## config.mk

```make
export PLATFORM = sky130hd
export DESIGN_NAME = stoch_to_bin
export DESIGN_NICKNAME = d
export VERILOG_FILES = /design/src/rtl/stoch_pkg.sv /design/src/rtl/s2b_window_cnt.sv /design/src/rtl/stoch_to_bin.sv
export SDC_FILE = /design/constraint.sdc
export NUM_CORES = 1
export LEC_CHECK = 0
export ABC_AREA = 1
export CORE_UTILIZATION = 48
export DETAILED_ROUTE_END_ITERATION = 12
export GPL_TIMING_DRIVEN = 0
export PLACE_DENSITY = 0.86
export SLEW_MARGIN = 10
export SYNTH_ARGS = -nofsm -noshare
export SYNTH_HDL_FRONTEND = slang
export SYNTH_SLANG_ARGS = --single-unit
```

## constraint.sdc

```tcl
create_clock -name clock -period 1.5 [get_ports clock]
set_input_delay 0.375 -clock clock [delete_from_list [all_inputs] [get_ports clock]]
set_output_delay 0.375 -clock clock [all_outputs]
set_load 0.02 [all_outputs]
```

## src/rtl/stoch_pkg.sv

```systemverilog
// Shared types and helpers for the stochastic-to-binary decode path.
package stoch_pkg;

    localparam int unsigned S2B_BIN_LEN = 4;

    typedef enum logic [1:0] {
        S2B_IDLE = 2'd0,
        S2B_RUN  = 2'd1,
        S2B_DONE = 2'd2
    } s2b_state_t;

    // One full period of a maximal-length LFSR of the given width.
    function automatic int unsigned win_len(input int unsigned bin_len);
        return (32'd1 << bin_len) - 32'd1;
    endfunction

endpackage

```

## src/rtl/s2b_window_cnt.sv

```systemverilog
// Accepted-bit counter for one conversion window; flags the final bit of the window.
module s2b_window_cnt
    import stoch_pkg::*;
#(
    parameter int unsigned BIN_LEN = S2B_BIN_LEN,
    parameter int unsigned WIN_LEN = win_len(BIN_LEN)
) (
    input  logic clock,
    input  logic reset_n,
    input  logic enable,
    input  logic clear,
    input  logic inc,
    output logic last_bit_c
);

    logic [BIN_LEN-1:0] r_count;

    // Stops at WIN_LEN because the FSM leaves RUN on the last bit.
    always_ff @(posedge clock or negedge reset_n) begin
        if (!reset_n) begin
            r_count <= '0;
        end else if (enable) begin
            if (clear) begin
                r_count <= '0;
            end else if (inc) begin
                r_count <= r_count + BIN_LEN'(1);
            end
        end
    end

    assign last_bit_c = inc && (r_count == BIN_LEN'(WIN_LEN - 1));

endmodule

```

## src/rtl/stoch_to_bin.sv

```systemverilog
// Stochastic-to-binary converter: accumulates a serial bitstream over one LFSR period
// in unipolar or bipolar encoding and hands the result out via valid/ready.
module stoch_to_bin
    import stoch_pkg::*;
#(
    parameter int unsigned BIN_LEN = S2B_BIN_LEN,
    parameter int unsigned WIN_LEN = win_len(BIN_LEN)
) (
    input  logic               clock,
    input  logic               reset_n,
    input  logic               enable,
    input  logic               start,
    input  logic               bipolar,
    input  logic               bit_in,
    input  logic               bit_valid,
    output logic               busy,
    output logic [BIN_LEN:0]   out_val,
    output logic               out_valid,
    input  logic               out_ready
);

    localparam int unsigned ACC_W = BIN_LEN + 1;

    s2b_state_t         r_state;
    s2b_state_t         w_next_state;
    logic               r_busy;
    logic               r_out_valid;
    logic               r_bipolar;
    logic [ACC_W-1:0]   r_acc;
    logic [ACC_W-1:0]   r_out_val;
    logic [ACC_W-1:0]   w_delta;
    logic [ACC_W-1:0]   w_acc_sum;
    logic               w_clear;
    logic               w_inc;
    logic               w_last_bit;

    s2b_window_cnt #(
        .BIN_LEN (BIN_LEN),
        .WIN_LEN (WIN_LEN)
    ) u_window_cnt (
        .clock      (clock),
        .reset_n    (reset_n),
        .enable     (enable),
        .clear      (w_clear),
        .inc        (w_inc),
        .last_bit_c (w_last_bit)
    );

    // Bipolar maps a 0 to -1 so the sum is ones minus zeros.
    always_comb begin
        w_delta = '0;
        if (bit_in) begin
            w_delta = ACC_W'(1);
        end else if (r_bipolar) begin
            w_delta = '1;
        end
    end

    assign w_acc_sum = r_acc + w_delta;

    always_comb begin
        w_next_state = r_state;
        w_clear      = 1'b0;
        w_inc        = 1'b0;
        case (r_state)
            S2B_IDLE: begin
                if (start) begin
                    w_next_state = S2B_RUN;
                    w_clear      = 1'b1;
                end
            end
            S2B_RUN: begin
                if (bit_valid) begin
                    w_inc = 1'b1;
                    if (w_last_bit) begin
                        w_next_state = S2B_DONE;
                    end
                end
            end
            S2B_DONE: begin
                if (out_ready) begin
                    if (start) begin
                        w_next_state = S2B_RUN;
                        w_clear      = 1'b1;
                    end else begin
                        w_next_state = S2B_IDLE;
                    end
                end
            end
            default: begin
                w_next_state = S2B_IDLE;
            end
        endcase
    end

    always_ff @(posedge clock or negedge reset_n) begin
        if (!reset_n) begin
            r_state     <= S2B_IDLE;
            r_busy      <= 1'b0;
            r_out_valid <= 1'b0;
            r_bipolar   <= 1'b0;
            r_acc       <= '0;
            r_out_val   <= '0;
        end else if (enable) begin
            r_state     <= w_next_state;
            r_busy      <= (w_next_state == S2B_RUN);
            r_out_valid <= (w_next_state == S2B_DONE);
            if (w_clear) begin
                r_acc     <= '0;
                r_bipolar <= bipolar;
            end else if (w_inc) begin
                r_acc <= w_acc_sum;
            end
            if (w_inc && w_last_bit) begin
                r_out_val <= w_acc_sum;
            end
        end
    end

    assign busy      = r_busy;
    assign out_valid = r_out_valid;
    assign out_val   = r_out_val;

endmodule

```

==> metrics.json, run 1 <==
{
  "run_status": {"value": "finished, violations left"},
  "failed_checks": {"value": "setup timing"},
  "root_buffer_cell": {"value": "sky130_fd_sc_hd__clkbuf_4"},
  "worst-path-max-fanout": {"value": 4},
  "worstHoldStart": {"value": "enable"},
  "min-delay-path-class": {"value": "input port to flip-flop"},
  "synth_cells": {"value": 138},
  "ffs_latches_synth": {"value": 19},
  "finalWirelength": {"value": 2.276, "unit": "mm"},
  "timing.hold.worst_path_depth": {"value": 2},
  "layout-area-overhead-vs-synth": {"value": 27.24, "unit": "%"},
  "grt_setup_unrepaired": {"value": "true"},
  "wp_data_arrival": {"value": 1.80, "unit": "ns"},
  "core.rowCount": {"value": 17},
  "timing.final.ws_setup": {"value": -0.04250, "unit": "ns"},
  "critPathLaunchType": {"value": "flip-flop"},
  "worst-slew-pin-transition": {"value": 0.8252, "unit": "ns"},
  "height_of_the_chip": {"value": 50.52, "unit": "µm"},
  "hold_buffers": {"value": 0},
  "ff2ff_setup_slack": {"value": -0.04, "unit": "ns"},
  "finalSetupViolations": {"value": 8},
  "die_width": {"value": 50.52, "unit": "µm"},
  "synth_top_flop_cell": {"value": "sky130_fd_sc_hd__dfrtp_1"},
  "design.final.nets": {"value": 177},
  "globalRoute.totalOverflow": {"value": 0},
  "fp.dieArea": {"value": 2552, "unit": "µm²"},
  "globalRouteTotalUtil": {"value": 20.54, "unit": "%"},
  "coreArea": {"value": 2212, "unit": "µm²"},
  "worstPathBufferInverterCount": {"value": 2},
  "grt_antenna_before_repair": {"value": 0},
  "post_synth_num_cell_types": {"value": 24},
  "timing.critical_path.cells": {"value": "or2_4 > ha_4 > inv_2 > fa_2 > buf_4 > xnor2_2 > nand2_1 > nand2_1"},
  "grt_pass1_wl": {"value": 3.891, "unit": "mm"},
  "worst_path_most_repeated_cell": {"value": "sky130_fd_sc_hd__nand2_1"},
  "power.switching": {"value": 0.6800, "unit": "mW"},
  "max_stage_delay": {"value": 0.41, "unit": "ns"},
  "drt_iter0_drc": {"value": 20},
  "synth_seq_area_share": {"value": 42.08, "unit": "%"},
  "worst_path_dominant_cell_family": {"value": "adder cells"},
  "timing.critical_path.required": {"value": 1.75, "unit": "ns"},
  "clock_tree_from_tritoncts": {"value": "yes"},
  "detail_route.vias_per_cell": {"value": 5.079},
  "avgSynthCellArea": {"value": 8.187, "unit": "µm²"},
  "final_layout_size_suffix_gt1_share": {"value": 22.98, "unit": "%"},
  "detailroute.via_count": {"value": 960},
  "p_int": {"value": 1.089, "unit": "mW"},
  "drc": {"value": 0},
  "r2r-start": {"value": "r_bipolar"},
  "tritoncts_num_sinks": {"value": 19},
  "num_antenna_cells": {"value": 0},
  "layout_worst_path_cycle_share": {"value": 102.8, "unit": "%"},
  "antenna_violating_nets_post_route": {"value": 0},
  "number_of_clock_buffers_inserted_by_tritoncts": {"value": 3},
  "pwr-share-comb": {"value": 43.4, "unit": "%"},
  "final_max_slew_viol_count": {"value": 0},
  "power_switching_share": {"value": 38.44, "unit": "%"},
  "critical_path.endpoint_type": {"value": "flip-flop"},
  "syn_area": {"value": 1130, "unit": "µm²"},
  "report.final.hold_viol_count": {"value": 0},
  "final_util": {"value": 64.99, "unit": "%"},
  "final.setup_skew": {"value": 0.009204, "unit": "ns"},
  "leak_pwr": {"value": 0.7667, "unit": "nW"},
  "io-pin-count": {"value": 15},
  "clk_transition_reported_paths": {"value": 0.12, "unit": "ns"},
  "synth_async_sr_flop_share": {"value": 100.0, "unit": "%"},
  "hpwlAfterDp": {"value": 1.601, "unit": "mm"},
  "ys.warnings.count": {"value": 0},
  "layout.cells.most_common": {"value": "sky130_fd_sc_hd__nand2_1"},
  "power.share.clock": {"value": 15.2, "unit": "%"},
  "gp_congestion": {"value": 0.8103},
  "layout_common_cells": {"value": "sky130_fd_sc_hd__nand2_1, sky130_fd_sc_hd__nand3_1, sky130_fd_sc_hd__dfrtp_1"},
  "place.port_buffers": {"value": 13},
  "start_util": {"value": 51.07, "unit": "%"},
  "number_of_nets_produced_by_synthesis": {"value": 153},
  "timing.rr.end": {"value": "r_acc[2]"},
  "avgRoutedWirePerCell": {"value": 12.04, "unit": "µm"},
  "pwr_density_cell": {"value": 1230, "unit": "nW/µm²"},
  "ctsHtreeMaxLevel": {"value": 1},
  "clock_insertion_delay_worst_skew": {"value": 0.30, "unit": "ns"},
  "fmax": {"value": 648.3, "unit": "MHz"},
  "cpMaxStageDelayCell": {"value": "sky130_fd_sc_hd__dfrtp_2"},
  "detailed_place.area": {"value": 1313, "unit": "µm²"},
  "grt_pass1_vias": {"value": 928},
  "timing.hold.worst_endpoint": {"value": "r_state[1]"},
  "reg2reg_depth": {"value": 8},
  "ir_worst_vdd": {"value": 0.6679, "unit": "mV"},
  "clk_buf_depth": {"value": 2},
  "period_minus_slack": {"value": 1.542, "unit": "ns"},
  "postLayoutCellArea": {"value": 1438, "unit": "µm²"},
  "max_slew_margin": {"value": 44.81, "unit": "%"},
  "grt_max_degree": {"value": 20},
  "critPathKind": {"value": "flip-flop to flip-flop"},
  "drt_pass1_iterations": {"value": 4},
  "share_seq_of_total_power": {"value": 41.4, "unit": "%"},
  "max_cap_violations": {"value": 0},
  "synth_enable_flop_cells": {"value": 0},
  "design_power_total": {"value": 1.769, "unit": "mW"}
}
[metrics by stage]
| step | hold WS (ns) | TNS (ns) | setup WS [ns] | std cells |
|---|---|---|---|---|
| after floorplan | 0.07941 | 0 | 0.0004430 | 138 |
| after global placement | 0.4620 | -4.088 | -0.5718 | 179 |
| after detailed placement | 0.4655 | -4.538 | -0.6415 | 179 |
| after CTS | 0.3676 | -0.1902 | -0.07625 | 185 |
| after global routing | 0.3786 | -0.8342 | -0.1553 | 189 |
| final | 0.3767 | -0.2421 | -0.04250 | 189 |
[cells in the mapped netlist (2+ instances only)]
library cell / number / area share (%)
sky130_fd_sc_hd__inv_1: 12 / 4.0
sky130_fd_sc_hd__xnor2_1: 2 / 1.6
sky130_fd_sc_hd__nor2_4: 4 / 4.0
sky130_fd_sc_hd__nand3_1: 22 / 9.7
sky130_fd_sc_hd__dfrtp_1: 19 / 42
sky130_fd_sc_hd__nand2_1: 50 / 17
sky130_fd_sc_hd__ha_1: 6 / 6.6
sky130_fd_sc_hd__nor2_1: 4 / 1.3
sky130_fd_sc_hd__inv_2: 2 / 0.66
sky130_fd_sc_hd__o21ai_1: 3 / 1.3
[power groups by stage]
stage / clock network [mW] / registers [mW] / logic (mW)
finish: 0.269 / 0.732 / 0.768
global route: 0.297 / 0.746 / 0.857
CTS: 0.278 / 0.731 / 0.679
detailed placement: 0 / 0.730 / 0.598
global placement: 0 / 0.719 / 0.575
floorplan: 0 / 0.711 / 0.462
[cell type report]
type                            count  area [µm²]
Tap cell                           28       35.03
Buffer                              3       33.78
Inverter                           15       60.06
Fill cell                         194       774.5
Multi-Input combinational cell    101       639.4
Timing Repair Buffer               19       165.2
Sequential cell                    19       476.7
Clock buffer                        3       22.52
Clock inverter                      1       5.005
[sequential cells by signal (all words and copies together), names as in the netlist]
name / flops
out_val: 5
busy: 1
r_acc: 5
r_state: 2
u_window_cnt.r_count: 4
out_valid: 1
r_bipolar: 1
[timing repair]
item | CTS | global route
resized for setup | 13 | 7
hold endpoints to repair | 0 | 0
setup buffers | 2 | 4
endpoints found under the setup margin | 15 | 8
pin swaps | 3 | 6
[how the worst max path moves through the flow]
| stage | from | end | cells after the start |
|---|---|---|---|
| finish | r_bipolar | r_acc[2] | 8 |
| global route | r_bipolar | out_val[4] | 9 |
| CTS | r_bipolar | out_val[4] | 10 |
| detailed placement | bit_in | r_acc[3] | 9 |
| global placement | bit_in | out_val[3] | 9 |
| floorplan | r_bipolar | out_val[4] | 10 |
[kinds of logic (layout without fill, tap and decap cells)]
family          after synthesis  in the layout  share of synthesized area, %
compound gates                6              6                         2.989
simple gates                 86             86                         36.88
fa+ha+maj                     7              7                         8.416
buf+inv                      18             41                         8.083
xor+xnor                      2              2                         1.551
flops                        19             19                         42.08
[per-layer routing]
metal | wire length, µm | up-vias | GRT usage (%)
met4 | 53 | 0 | 12.50
met2 | 1094 | 23 | 33.11
li1 | - | 485 | -
met5 | 0 | - | 0
met3 | 70 | 6 | 3.030
met1 | 1056 | 446 | 25.77
(Power assumes the default switching activity.)
==> run 2, diff against run 1 <==
--- a/config.mk
+++ b/config.mk
@@ -8,7 +8,6 @@
 export ABC_AREA = 1
 export CORE_UTILIZATION = 48
 export DETAILED_ROUTE_END_ITERATION = 12
-export GPL_TIMING_DRIVEN = 0
 export PLACE_DENSITY = 0.86
 export SLEW_MARGIN = 10
 export SYNTH_ARGS = -nofsm -noshare
==> metrics.json, run 2 (synthesis results as in run 1) <==
{
  "run_status": {"value": "finished, violations left"},
  "failed_checks": {"value": "setup timing"},
  "drc": {"value": 0, "change": "unchanged"},
  "grt_pass1_wl": {"value": 4.209, "unit": "mm", "change": "+8.2%"},
  "start_util": {"value": 51.07, "unit": "%", "change": "unchanged"},
  "final_max_slew_viol_count": {"value": 0, "change": "unchanged"},
  "height_of_the_chip": {"value": 50.52, "unit": "µm", "change": "unchanged"},
  "r2r-start": {"value": "r_bipolar"},
  "timing.critical_path.required": {"value": 1.70, "unit": "ns", "change": "-0.05 ns"},
  "met3_wirelength": {"value": 70, "unit": "µm", "change": "unchanged"},
  "grt_setup_unrepaired": {"value": "true"},
  "crit_path_start": {"value": "r_bipolar"},
  "antenna_violating_nets_post_route": {"value": 0, "change": "unchanged"},
  "detail_route.wirelength.met1": {"value": 1.037, "unit": "mm", "change": "-1.8%"},
  "min-delay-path-class": {"value": "input port to async pin"},
  "globalRoute.totalOverflow": {"value": 0, "change": "unchanged"},
  "grt_pass1_vias": {"value": 975, "change": "+5.1%"},
  "tritoncts_num_sinks": {"value": 19, "change": "unchanged"},
  "ctsHtreeMaxLevel": {"value": 1, "change": "unchanged"},
  "layout_worst_path_cycle_share": {"value": 107.5, "unit": "%", "change": "+4.7 points"},
  "avgRoutedWirePerCell": {"value": 12.33, "unit": "µm", "change": "+2.4%"},
  "final_util": {"value": 64.82, "unit": "%", "change": "-0.17 points"},
  "final_layout_size_suffix_gt1_share": {"value": 22.29, "unit": "%", "change": "-0.69 points"},
  "cpMaxStageDelayCell": {"value": "sky130_fd_sc_hd__dfrtp_1"},
  "timing.final.ws_setup": {"value": -0.1123, "unit": "ns", "change": "-0.06976 ns"},
  "wp_data_arrival": {"value": 1.81, "unit": "ns", "change": "about the same"},
  "drt_iter0_drc": {"value": 10, "change": "-50%"},
  "postLayoutCellArea": {"value": 1434, "unit": "µm²", "change": "-0.26%"},
  "layout-area-overhead-vs-synth": {"value": 26.91, "unit": "%"},
  "max_slew_margin": {"value": 84.42, "unit": "%", "change": "+40 points"},
  "grt_max_degree": {"value": 20, "change": "unchanged"},
  "gp_congestion": {"value": 0.8204, "change": "+1.2%"},
  "max_stage_delay": {"value": 0.42, "unit": "ns", "change": "about the same"},
  "design.final.nets": {"value": 182, "change": "+2.8%"},
  "clk_buf_depth": {"value": 2, "change": "unchanged"},
  "period_minus_slack": {"value": 1.612, "unit": "ns", "change": "+0.06976 ns"},
  "die_width": {"value": 50.52, "unit": "µm", "change": "unchanged"},
  "hold_buffers": {"value": 0, "change": "unchanged"},
  "leak_pwr": {"value": 0.7801, "unit": "nW", "change": "+1.8%"},
  "max_cap_violations": {"value": 0, "change": "unchanged"},
  "number_of_clock_buffers_inserted_by_tritoncts": {"value": 3, "change": "unchanged"},
  "clk_transition_reported_paths": {"value": 0.11, "unit": "ns", "change": "about the same"},
  "layout_common_cells": {"value": "sky130_fd_sc_hd__nand2_1, sky130_fd_sc_hd__nand3_1, sky130_fd_sc_hd__dfrtp_1"},
  "globalRouteTotalUtil": {"value": 22.32, "unit": "%", "change": "+1.8 points"},
  "drt_pass1_iterations": {"value": 5, "change": "+1"},
  "report.final.hold_viol_count": {"value": 0, "change": "unchanged"},
  "detailroute.via_count": {"value": 1000, "change": "+4.2%"},
  "core.rowCount": {"value": 17, "change": "unchanged"},
  "worst-path-max-fanout": {"value": 4, "change": "unchanged"},
  "fp.dieArea": {"value": 2552, "unit": "µm²", "change": "unchanged"},
  "io-pin-count": {"value": 15, "change": "unchanged"},
  "layout.cells.most_common": {"value": "sky130_fd_sc_hd__nand2_1"},
  "timing.critical_path.cells": {"value": "or2_4 > ha_4 > inv_2 > fa_2 > nor2_1 > nor2_1 > nand2_1 > nand3_1 > nand2_1"},
  "clock_insertion_delay_worst_skew": {"value": 0.30, "unit": "ns", "change": "about the same"},
  "root_buffer_cell": {"value": "sky130_fd_sc_hd__clkbuf_4"},
  "final.setup.tns": {"value": -0.2670, "unit": "ns", "change": "-0.02488 ns"},
  "detail_route.vias_per_cell": {"value": 5.155, "change": "+1.5%"},
  "pwr_density_cell": {"value": 1217, "unit": "nW/µm²", "change": "-1.1%"},
  "critPathLaunchType": {"value": "flip-flop"},
  "grt_antenna_before_repair": {"value": 0, "change": "unchanged"},
  "fmax": {"value": 620.2, "unit": "MHz", "change": "-4.3%"},
  "finalSetupViolations": {"value": 4, "change": "-4"},
  "critical_path.endpoint_type": {"value": "flip-flop"},
  "finalWirelength": {"value": 2.392, "unit": "mm", "change": "+5.1%"},
  "place.port_buffers": {"value": 14, "change": "+1"},
  "top_signal_layer_used": {"value": "met4"},
  "hpwlAfterDp": {"value": 1.819, "unit": "mm", "change": "+14%"},
  "worst-slew-pin-transition": {"value": 0.2336, "unit": "ns", "change": "-0.5916 ns"},
  "critPathKind": {"value": "flip-flop to flip-flop"},
  "num_antenna_cells": {"value": 0, "change": "unchanged"},
  "detailed_place.area": {"value": 1379, "unit": "µm²", "change": "+5.1%"},
  "coreArea": {"value": 2212, "unit": "µm²", "change": "unchanged"},
  "final.setup_skew": {"value": 0.01027, "unit": "ns", "change": "+0.001066 ns"},
  "wl_met2": {"value": 1.247, "unit": "mm", "change": "+14%"},
  "ir_worst_vdd": {"value": 0.7562, "unit": "mV", "change": "+13%"},
  "clock_tree_from_tritoncts": {"value": "yes"}
}
==> run 2: cell types whose count changed in the layout (fill, tap and decap cells not counted), moves of 2 or more <==
| cell | before | now |
|---|---|---|
| sky130_fd_sc_hd__buf_4 | 7 | 13 |
| sky130_fd_sc_hd__nand2_1 | 48 | 50 |
| sky130_fd_sc_hd__o21ai_1 | 3 | 1 |
| sky130_fd_sc_hd__o21ai_2 | 1 | 3 |
==> run 2: worst paths after layout <==
check / end / cells past startpoint / slack, ns
max: r_acc[4] / 9 / -0.11
min: u_window_cnt.r_count[0] / 2 / 0.38
max reg2reg: r_acc[4] / 9 / -0.11
min reg2reg: out_valid / 2 / 0.48
max in group asynchronous: r_acc[4] / 2 / 0.91
min in group clock: out_valid / 2 / 0.48
==> run 2: metrics by stage <==
stage               setup slack, ns  hold WS [ns]  total power, mW  std cells
floorplan                 0.0004430       0.07941            1.173        138
global placement            -0.4945        0.4616            1.353        189
detailed placement          -0.5892        0.4646            1.406        189
CTS                         -0.1211        0.3908            1.701        194
global route                -0.2102        0.4267            1.867        194
finish                      -0.1123        0.3795            1.745        194
==> run 2: per-layer routing <==
| metal | vias to the layer above | track usage [%] |
|---|---|---|
| met5 | - | 0 |
| met4 | 0 | 9.722 |
| met3 | 4 | 3.030 |
| met2 | 25 | 39.11 |
| met1 | 475 | 27.15 |
| li1 | 496 | - |
==> run 2: cell type report <==
type                    instances  area (µm²)
flip-flops and latches         19       475.5
fillers                       203       778.2
repair buffers                 27       227.7
well taps                      28       35.03
clock buffers                   4       26.28
multi-input cells             101       611.8
inverters                      15       57.56
==> run 2: critical path: cells and delay by family (launching register included) <==
kind | cells | cell delay, ns
flip-flops | 1 | 0.42
buffers and inverters | 1 | 0.05
adder cells (fa/ha/maj) | 2 | 0.41
AND/OR/NAND/NOR | 6 | 0.64
==> run 2: what timing repair did <==
| item | 4_1_cts | 5_1_grt |
|---|---|---|
| endpoints found under the hold margin | 0 | 0 |
| setup buffers | 1 | 0 |
| endpoints found under the setup margin | 15 | 8 |
| resized for setup | 10 | 5 |
| pin swaps | 9 | 4 |
==> run 2: report_power, final <==
group | internal (mW) | switching, mW
Sequential | 0.615 | 0.110
Clock | 0.104 | 0.160
Combinational | 0.356 | 0.400
Total | 1.07 | 0.670
